$ cat src/rtl/tile_compute_mx.sv
// rtl/tile_compute_mx.sv - tile compute sequencer: K-segment load/run/drain of a PE array into the C buffer
//
// Ports:
//   clk, rstn                      clock, synchronous active-low reset
//   start_tile, k_total, m_eff,    tile start and geometry; relu_en/shift are
//   n_eff, relu_en, shift, abort   latched at start, abort cancels the tile at once
//   load_req, k_eff, ld_done       A/B segment load handshake
//   pe_start, pe_acc_clr, pe_done  PE run handshake; accumulators cleared on the first segment only
//   pe_drain_req, pe_c_valid,      PE result drain stream (TILE_SIZE*TILE_SIZE words, row-major)
//   pe_c_data, pe_c_last
//   c_seg_words, c_fill_req,       C buffer producer port: m_eff*n_eff compact words
//   c_fill_busy, c_fill_we,
//   c_fill_addr, c_fill_wdata,
//   c_fill_done
//   busy, tile_done, cfg_err       status
module tile_compute_mx #(
    parameter int TILE_SIZE = 8,
    parameter int ACC_BITS  = 32,
    parameter int KDIM_BITS = 16,
    parameter int C_DEPTH   = TILE_SIZE * TILE_SIZE,
    parameter int CA_W      = $clog2(C_DEPTH),
    parameter int EFF_BITS  = $clog2(TILE_SIZE + 1)
) (
    input  logic                 clk,
    input  logic                 rstn,
    input  logic                 start_tile,
    input  logic [KDIM_BITS-1:0] k_total,
    input  logic [EFF_BITS-1:0]  m_eff,
    input  logic [EFF_BITS-1:0]  n_eff,
    input  logic                 relu_en,
    input  logic [4:0]           shift,
    input  logic                 abort,
    output logic                 load_req,
    output logic [EFF_BITS-1:0]  k_eff,
    input  logic                 ld_done,
    output logic                 pe_start,
    output logic                 pe_acc_clr,
    input  logic                 pe_done,
    output logic                 pe_drain_req,
    input  logic                 pe_c_valid,
    input  logic [ACC_BITS-1:0]  pe_c_data,
    input  logic                 pe_c_last,
    output logic [31:0]          c_seg_words,
    output logic                 c_fill_req,
    input  logic                 c_fill_busy,
    output logic                 c_fill_we,
    output logic [CA_W-1:0]      c_fill_addr,
    output logic [ACC_BITS-1:0]  c_fill_wdata,
    input  logic                 c_fill_done,
    output logic                 busy,
    output logic                 tile_done,
    output logic                 cfg_err
);

    typedef enum logic [3:0] {
        S_IDLE, S_PREP, S_LOAD, S_RUN, S_WAIT, S_FREQ, S_DRAIN, S_ZFILL, S_FWAIT, S_DONE
    } state_t;

    localparam logic [EFF_BITS-1:0]  TS_E = EFF_BITS'(TILE_SIZE);
    localparam logic [KDIM_BITS-1:0] TS_K = KDIM_BITS'(TILE_SIZE);

    state_t                       state;
    logic [KDIM_BITS-1:0]         k_rem;
    logic [EFF_BITS-1:0]          m_r, n_r;
    logic [EFF_BITS-1:0]          row, col;
    logic                         relu_r;
    logic [4:0]                   shift_r;
    logic                         first_seg;     // still 1 at FREQ means no segment ran (k_total == 0)
    logic                         drain_first;
    logic                         done_sticky;   // c_fill_done seen before FWAIT
    logic [CA_W-1:0]              wr_ptr;
    logic [31:0]                  zcnt;
    logic [EFF_BITS-1:0]          seg_len;
    logic signed [ACC_BITS-1:0]   shifted;
    logic [ACC_BITS-1:0]          proc_data;
    logic                         start_ok;

    always_comb begin
        seg_len   = (k_rem >= TS_K) ? TS_E : k_rem[EFF_BITS-1:0];
        shifted   = $signed(pe_c_data) >>> shift_r;
        proc_data = (relu_r && shifted[ACC_BITS-1]) ? '0 : shifted;
        start_ok  = (m_eff != '0) && (m_eff <= TS_E) && (n_eff != '0) && (n_eff <= TS_E);
    end

    assign load_req     = (state == S_LOAD);
    assign k_eff        = load_req ? seg_len : '0;
    assign pe_start     = (state == S_RUN);
    assign pe_acc_clr   = pe_start && first_seg;
    assign pe_drain_req = (state == S_DRAIN) && drain_first;
    assign tile_done    = (state == S_DONE);

    always_ff @(posedge clk) begin
        if (!rstn) begin
            state        <= S_IDLE;
            k_rem        <= '0;
            m_r          <= '0;
            n_r          <= '0;
            row          <= '0;
            col          <= '0;
            relu_r       <= 1'b0;
            shift_r      <= '0;
            first_seg    <= 1'b0;
            drain_first  <= 1'b0;
            done_sticky  <= 1'b0;
            wr_ptr       <= '0;
            zcnt         <= '0;
            c_seg_words  <= '0;
            c_fill_req   <= 1'b0;
            c_fill_we    <= 1'b0;
            c_fill_addr  <= '0;
            c_fill_wdata <= '0;
            busy         <= 1'b0;
            cfg_err      <= 1'b0;
        end else begin
            c_fill_req <= 1'b0;
            c_fill_we  <= 1'b0;
            cfg_err    <= 1'b0;
            if (abort) begin
                // c_seg_words is deliberately kept for the consumer side
                state       <= S_IDLE;
                busy        <= 1'b0;
                k_rem       <= '0;
                first_seg   <= 1'b0;
                drain_first <= 1'b0;
                done_sticky <= 1'b0;
                row         <= '0;
                col         <= '0;
                wr_ptr      <= '0;
                zcnt        <= '0;
            end else begin
                if (c_fill_done && (state == S_DRAIN || state == S_ZFILL))
                    done_sticky <= 1'b1;
                case (state)
                    S_IDLE: begin
                        if (start_tile) begin
                            if (start_ok) begin
                                k_rem       <= k_total;
                                m_r         <= m_eff;
                                n_r         <= n_eff;
                                relu_r      <= relu_en;
                                shift_r     <= shift;
                                first_seg   <= 1'b1;
                                c_seg_words <= 32'(m_eff) * 32'(n_eff);
                                busy        <= 1'b1;
                                state       <= S_PREP;
                            end else begin
                                cfg_err <= 1'b1;
                            end
                        end
                    end
                    S_PREP:  state <= (k_rem == '0) ? S_FREQ : S_LOAD;
                    S_LOAD:  if (ld_done) state <= S_RUN;
                    S_RUN:   state <= S_WAIT;
                    S_WAIT: begin
                        if (pe_done) begin
                            k_rem     <= k_rem - KDIM_BITS'(seg_len);
                            first_seg <= 1'b0;
                            state     <= (k_rem == KDIM_BITS'(seg_len)) ? S_FREQ : S_PREP;
                        end
                    end
                    S_FREQ: begin
                        if (!c_fill_busy) begin
                            c_fill_req <= 1'b1;
                            if (first_seg) begin
                                zcnt  <= '0;
                                state <= S_ZFILL;
                            end else begin
                                drain_first <= 1'b1;
                                row         <= '0;
                                col         <= '0;
                                wr_ptr      <= '0;
                                state       <= S_DRAIN;
                            end
                        end
                    end
                    S_DRAIN: begin
                        drain_first <= 1'b0;
                        if (pe_c_valid) begin
                            // drain order is row-major over the full array; only the
                            // m x n corner is written, packed at consecutive addresses
                            if (row < m_r && col < n_r) begin
                                c_fill_we    <= 1'b1;
                                c_fill_addr  <= wr_ptr;
                                c_fill_wdata <= proc_data;
                                wr_ptr       <= wr_ptr + 1'b1;
                            end
                            if (col == TS_E - 1'b1) begin
                                col <= '0;
                                row <= row + 1'b1;
                            end else begin
                                col <= col + 1'b1;
                            end
                            if (pe_c_last) state <= S_FWAIT;
                        end
                    end
                    S_ZFILL: begin
                        c_fill_we    <= 1'b1;
                        c_fill_addr  <= zcnt[CA_W-1:0];
                        c_fill_wdata <= '0;
                        zcnt         <= zcnt + 32'd1;
                        if (zcnt == c_seg_words - 32'd1) state <= S_FWAIT;
                    end
                    S_FWAIT: if (c_fill_done || done_sticky) state <= S_DONE;
                    S_DONE: begin
                        done_sticky <= 1'b0;
                        busy        <= 1'b0;
                        state       <= S_IDLE;
                    end
                    default: state <= S_IDLE;
                endcase
            end
        end
    end

endmodule

$ cat config.mk
export PLATFORM = sky130hd
export DESIGN_NAME = tile_compute_mx
export DESIGN_NICKNAME = d
export VERILOG_FILES = /design/src/rtl/tile_compute_mx.sv
export SDC_FILE = /design/constraint.sdc
export NUM_CORES = 1
export LEC_CHECK = 0
export CAP_MARGIN = 10
export CORE_UTILIZATION = 50
export CTS_CLUSTER_SIZE = 12
export DETAILED_ROUTE_END_ITERATION = 6
export PLACE_DENSITY = 0.75
export SLEW_MARGIN = 20
export SYNTH_ARGS = -nofsm -noshare
export SYNTH_HDL_FRONTEND = slang
export SYNTH_SLANG_ARGS = --single-unit
$ cat constraint.sdc
create_clock -name clk -period 7.9 [get_ports clk]
set_input_delay 2.37 -clock clk [delete_from_list [all_inputs] [get_ports clk]]
set_output_delay 2.37 -clock clk [all_outputs]
set_load 0.05 [all_outputs]
==> flow_summary_export.csv, run 1 <==
group,metric,value,unit
layout,regArea,0.00267,sq mm
clock_tree,cts_max_path_buffers,2,
sta,min_period,5210,ps
setup_path,start_kind,"input pin",
floorplan,die_area,0.0176,sq mm
power_and_ir_drop,intPower,1460,uW
placement,place.gp.congestion,0.869,
drt,ant_nets,0,
sta,finalSetupViolCount,0,
layout,final_cells,1365,
sta,fmax,0.192,GHz
logic_synthesis,yosys_most_used_dff,"dfxtp_1",
placement,portBuffers,130,
global_route,grt_pass1_vias,7064,
logic_synthesis,synthTopCellsByCount,"nand2_1, dfxtp_1, nor2_1, mux2i_1, a21oi_1",
sta,finalHoldViolCount,0,
clock_tree,ctsHoldBuffers,0,
global_route,grt-ovfl-total,0,
clock_tree,cts_tree,"built",
clock_tree,cts_buffers,17,
clock_tree,cts_root_buf,"clkbuf_16",
logic_synthesis,synth_most_common_cell,"nand2_1",
setup_path,worst_path_largest_cell_delay,580,ps
setup_path,crit_chain,"clkdlybuf4s50_1 > nand2_1 > fa_1 > fa_1 > inv_1 > ha_1 > a21o_1 > a21oi_1 > o21bai_1 > a21oi_1 > xor2_1 > o21ai_0 > and2_1",
setup_path,critPathTopFamily,"adder cells",
floorplan,coreArea,0.0166,sq mm
drt,wl_per_cell,15.4,um
clock_tree,post-cts-setup-buffer-count,0,
drt,viasPerCell,5.67,
setup_path,cp_data_arrival_time,5520,ps
global_route,grt_antenna_before_repair,0,
logic_synthesis,ys_warn_count,0,
logic_synthesis,ys_types,78,
sta,report.final.slew_viol_count,0,
sta,skew,6.78,ps
floorplan,rows,47,
drt,drt_iter0_markers,506,
layout,drive_above_1_share,7.25,%
min_path,hp-class,"reg -> reg",
logic_synthesis,syn_avg_cell_area,8.25,sq um
placement,dp_hpwl,15400,um
drt,firstDrtPassIters,4,
logic_synthesis,synth_edf_count,0,
logic_synthesis,synthTopCellsByArea,"dfxtp_1, mux2i_1, nand2_1, nor2_1, ha_1",
layout,multi_input_area,0.00542,sq mm
power_and_ir_drop,p_sw_share,30.6,%
layout,num-fill-cells,1447,
run_status,status,"finished clean",
floorplan,die_y,133,um
sta,slew_headroom,30.9,%
global_route,grt_pass1_wl,34800,um
sta,tns,0,ps
drt,wirelength,21000,um
floorplan,io_pins,155,
setup_path,cp_max_fo,7,
clock_tree,path_clk_slew,60,ps
setup_path,worstSetupEndpointType,"flip-flop",
setup_path,cp.required,8220,ps
logic_synthesis,synth_area,0.00854,sq mm
power_and_ir_drop,p_switching,643,uW
setup_path,worstSetupPathType,"in -> reg",
power_and_ir_drop,powerDensity,201,mW/mm^2
drt,drc,0,
clock_tree,clk_latency,420,ps
sta,period_share,65.9,%
power_and_ir_drop,power_frac_seq,34.6,%
sta,hold_slack,451,ps
global_route,grt_max_degree,49,
layout,stdcell_area,0.0105,sq mm
layout,num_antenna_cells,0,
setup_path,crit_slowest_cell,"clkdlybuf4s50_1",
power_and_ir_drop,p_leak,0.00393,uW
job,drv_cap,0,
placement,placed_cell_area,0.00979,sq mm
logic_synthesis,ys_async_sr_fraction,0,%
logic_synthesis,synth-seq-area-share,31.2,%
sta,rsz0062_at_grt,"false",
logic_synthesis,synth-seq-cells,133,
drt,vias,7739,
setup_path,critPathBufInv,2,
floorplan,die_w,133,um
logic_synthesis,yosysTopAreaCellShare,31.2,%
power_and_ir_drop,p_clk_share,42.0,%
clock_tree,cts.sinks,133,
layout,fin_nets,1232,
global_route,grt_use_total,24.3,%
layout,synthToLayoutAreaGrowth,22.6,%
floorplan,initial_utilization,51.3,%
sta,worstMarginPinSlew,1030,ps
power_and_ir_drop,peakVddDrop,0.187,mV
logic_synthesis,yosys.area.top_type,"dfxtp_1",
clock_tree,cts_resized,0,
power_and_ir_drop,pwr-share-comb,23.4,%
placement,dp.cells,1332,
clock_tree,cts_htree_levels,4,
logic_synthesis,synth_cells,1036,
## layout make-up
cell class                 instances  share of cell area (%)
timing repair buffer             137                    13.0
inverter                          24                   0.860
clock buffer                      20                    4.45
multi-input combinational        819                    51.7
clock inverter                    12                    1.91
tap                              220                    2.63
sequential                       133                    25.4
## worst min-delay path, cell delays in order, from the launching register on
cell and delay [ps]:
dfxtp_1 310, nand2_1 50, a21boi_1 50
## flip-flops by register name (all words and copies together), names as in the netlist, 4 cells and up
signal        flops
shift_r           5
zcnt             32
m_r               4
col               4
c_fill_wdata     32
wr_ptr            6
state             4
row               4
c_fill_addr       6
n_r               4
c_seg_words       8
k_rem            16
## routing by layer
metal,vias up,track usage [%],routed length [um]
met4,0,9.58,460
met3,33,4.33,915
met5,-,0,0
met1,3630,32.7,9810
met2,219,38.8,9850
li1,3857,-,-
## logic make-up after synthesis
| logic type | share of synthesized area (%) |
|---|---|
| adder cells (fa/ha/maj) | 4.45 |
| other | 0.0439 |
| flip-flops | 31.2 |
| buffers and inverters | 6.49 |
| multiplexers | 10.9 |
| AO/OA/AOI/OAI | 17.6 |
| AND/OR/NAND/NOR | 24.5 |
| XOR/XNOR | 4.82 |
## through the flow
stage,util (%),power (uW),worst slack (ps)
global placement,58.8,1220,2320
floorplan,-,1110,2980
CTS,62.9,2110,2690
detailed placement,58.8,1220,2250
global route,63.0,2200,2480
finish,63.0,2100,2690
## worst paths after layout
kind,start,endpoint,slack [ps],depth (start not counted)
min reg2reg,m_r[1]$_SDFFE_PN0P_,m_r[1]$_SDFFE_PN0P_,450,2
max,m_eff[0],c_seg_words[7]$_SDFFE_PN0P_,2690,13
min,m_r[1]$_SDFFE_PN0P_,m_r[1]$_SDFFE_PN0P_,450,2
max reg2reg,state[2]$_SDFFE_PP0P_,c_seg_words[7]$_SDFFE_PN0P_,5050,7
## power by group through the flow
stage	Combinational, uW	Sequential (uW)	Clock [uW]
after floorplan	380	726	0
after global placement	475	740	0
after detailed placement	482	740	0
after CTS	487	726	900
after global routing	538	732	928
final	492	727	884
## cell usage in the layout (no fill, tap or decap), types with 8 or more instances in the layout
cell and count:
nand2_1 140, dfxtp_1 131, clkdlybuf4s50_1 130, nor2_1 113
mux2i_1 55, a21oi_1 50, o21ai_0 46, nand3_1 35
xor2_1 29, conb_1 25, ha_1 24, inv_1 23
a21boi_1 19, nor3_1 19, xnor2_1 18, and2_1 17
clkbuf_16 17, a221o_1 14, mux4_2 13, nand4_1 13
and3_1 12, a22o_1 11, nor2b_1 10, nand2b_1 9
a211oi_1 9, nor4_1 8, mux2_2 8, a31oi_1 8
Power figures use the tool's default switching activity.
==> run 2, diff against run 1 <==
- clock period: 7.9 -> 5 ns (I/O delays scaled with it)
==> flow_summary_export.csv, run 2 (synthesis results as in run 1) <==
group,metric,value,unit
setup_path,worstSetupEndpointType,"primary output",
setup_path,crit_chain,"nor4_2 > nand3_1 > nor2_1 > and3_1 > clkdlybuf4s50_1",
drt,ant_nets,0,
setup_path,worst_path_largest_cell_delay,800,ps
drt,drc,0,
min_path,min_to,"shift_r[1]$_SDFFE_PN0P_",
sta,min_period,4340,ps
power_and_ir_drop,p_clk_share,38.8,%
floorplan,coreArea,0.0166,sq mm
layout,num_antenna_cells,0,
layout,final_common_cell,"nand2_1",
setup_path,critPathLaunch,"k_rem[10]$_SDFFE_PP0P_",
sta,worstMarginPinSlew,973,ps
setup_path,start_kind,"flip-flop",
clock_tree,path_clk_slew,50,ps
floorplan,die_y,133,um
job,drv_cap,0,
sta,rsz0062_at_grt,"false",
drt,wl_per_cell,15.1,um
power_and_ir_drop,p_leak,0.00393,uW
layout,synthToLayoutAreaGrowth,22.2,%
placement,place.gp.congestion,0.854,
floorplan,initial_utilization,51.3,%
min_path,hp-start,"shift_r[1]$_SDFFE_PN0P_",
floorplan,io_pins,155,
min_path,hold_path_depth,2,
power_and_ir_drop,intPower,2140,uW
run_status,status,"finished clean",
layout,top_regs,"c_fill_wdata (32), zcnt (32), k_rem (16)",
sta,slew_headroom,35.0,%
drt,viasPerCell,5.63,
min_path,hp-class,"reg -> reg",
global_route,grt_max_degree,49,
layout,regArea,0.00266,sq mm
clock_tree,ctsHoldBuffers,0,
power_and_ir_drop,powerDensity,302,mW/mm^2
layout,drive_above_1_share,7.81,%
sta,finalHoldViolCount,0,
setup_path,cp.required,3500,ps
power_and_ir_drop,power_frac_seq,36.3,%
placement,dp.cells,1340,
setup_path,crit_slowest_cell,"clkdlybuf4s50_1",
layout,multi_input_area,0.00542,sq mm
clock_tree,cts_buffers,17,
setup_path,reg2reg_depth,4,
clock_tree,cts_htree_levels,4,
sta,skew,7.82,ps
clock_tree,cts_tree,"built",
power_and_ir_drop,p_switching,1010,uW
clock_tree,cts_max_path_buffers,2,
setup_path,cp_max_fo,8,
floorplan,die_w,133,um
placement,portBuffers,130,
power_and_ir_drop,peakVddDrop,0.265,mV
setup_path,worstSetupPathType,"reg -> out",
sta,tns,0,ps
drt,wirelength,20700,um
sta,period_share,86.7,%
power_and_ir_drop,pwr-share-comb,24.9,%
clock_tree,cts.sinks,133,
global_route,grt_pass1_wl,34600,um
setup_path,rr_endpoint,"c_fill_wdata[3]$_SDFFE_PN0P_",
global_route,grt-ovfl-total,0,
clock_tree,cts_root_buf,"clkbuf_16",
layout,fin_nets,1239,
layout,num-fill-cells,1447,
clock_tree,clk_latency,420,ps
global_route,grt_pass1_vias,6910,
sta,fmax,0.231,GHz
sta,finalSetupViolCount,0,
drt,firstDrtPassIters,5,
global_route,grt_antenna_before_repair,0,
floorplan,die_area,0.0176,sq mm
setup_path,regToRegStartpoint,"shift_r[0]$_SDFFE_PN0P_",
layout,mostFrequentLayoutCells,"nand2_1, dfxtp_1, clkdlybuf4s50_1, nor2_1, mux2i_1",
layout,final_cells,1372,
clock_tree,post-cts-setup-buffer-count,0,
floorplan,rows,47,
sta,report.final.slew_viol_count,0,
drt,vias,7720,
setup_path,reg2reg_slack,2420,ps
global_route,grt_use_total,24.2,%
clock_tree,cts_resized,0,
placement,dp_hpwl,15300,um
setup_path,cp_data_arrival_time,2840,ps
drt,drt_iter0_markers,760,
power_and_ir_drop,p_sw_share,32.1,%
run 2: cell count changes in the layout (fill, tap and decap cells not counted), sizes merged:
cell	delta
clkinv	+3
clkbuf	-1
bufinv	-3
clkinvlp	+1
buf	+7
run 2: worst max path at each step:
stage / slack, ps / to / cells after the start
after floorplan: 950 / k_eff[2] / 4
after global placement: 280 / c_seg_words[7]$_SDFFE_PN0P_ / 13
after detailed placement: 250 / c_seg_words[7]$_SDFFE_PN0P_ / 13
after CTS: 680 / k_eff[1] / 5
after global routing: 490 / k_eff[1] / 5
final: 660 / k_eff[1] / 5
run 2: through the flow:
step	power (uW)	setup slack (ps)	hold WS, ps	instance area (sq um)	util [%]
global placement	1930	283	437	9850	59.2
floorplan	1750	953	435	8630	-
finish	3160	664	454	10400	62.7
global route	3310	488	481	10400	62.7
detailed placement	1940	251	448	9850	59.2
CTS	3160	677	455	10400	62.7
run 2: critical path, delay by kind of cell (launching register included):
kind / cells / cell delay [ps]
buffers and inverters: 1 / 800
DFF: 1 / 380
and+or+nand+nor: 4 / 1240
run 2: final cells by class:
type	count	area share, %
flip-flops and latches	133	25.5
multi-input cells	819	51.9
clock inverters	13	1.27
inverters	24	0.863
repair buffers	144	13.5
well taps	220	2.64
clock buffers	19	4.34
run 2: per-layer routing:
| metal | wire length, um | track usage [%] | vias up |
|---|---|---|---|
| met1 | 9790 | 33.5 | 3587 |
| li1 | - | - | 3866 |
| met2 | 9450 | 37.7 | 234 |
| met3 | 1040 | 4.60 | 33 |
| met4 | 403 | 8.11 | 0 |
| met5 | 0 | 0 | - |
run 2: power groups by stage:
stage                     sequential (uW)  clock, uW  combinational, uW
after floorplan                      1150          0                600
after global placement               1170          0                765
after detailed placement             1170          0                770
after CTS                            1140       1240                778
after global routing                 1150       1300                859
final                                1150       1220                787
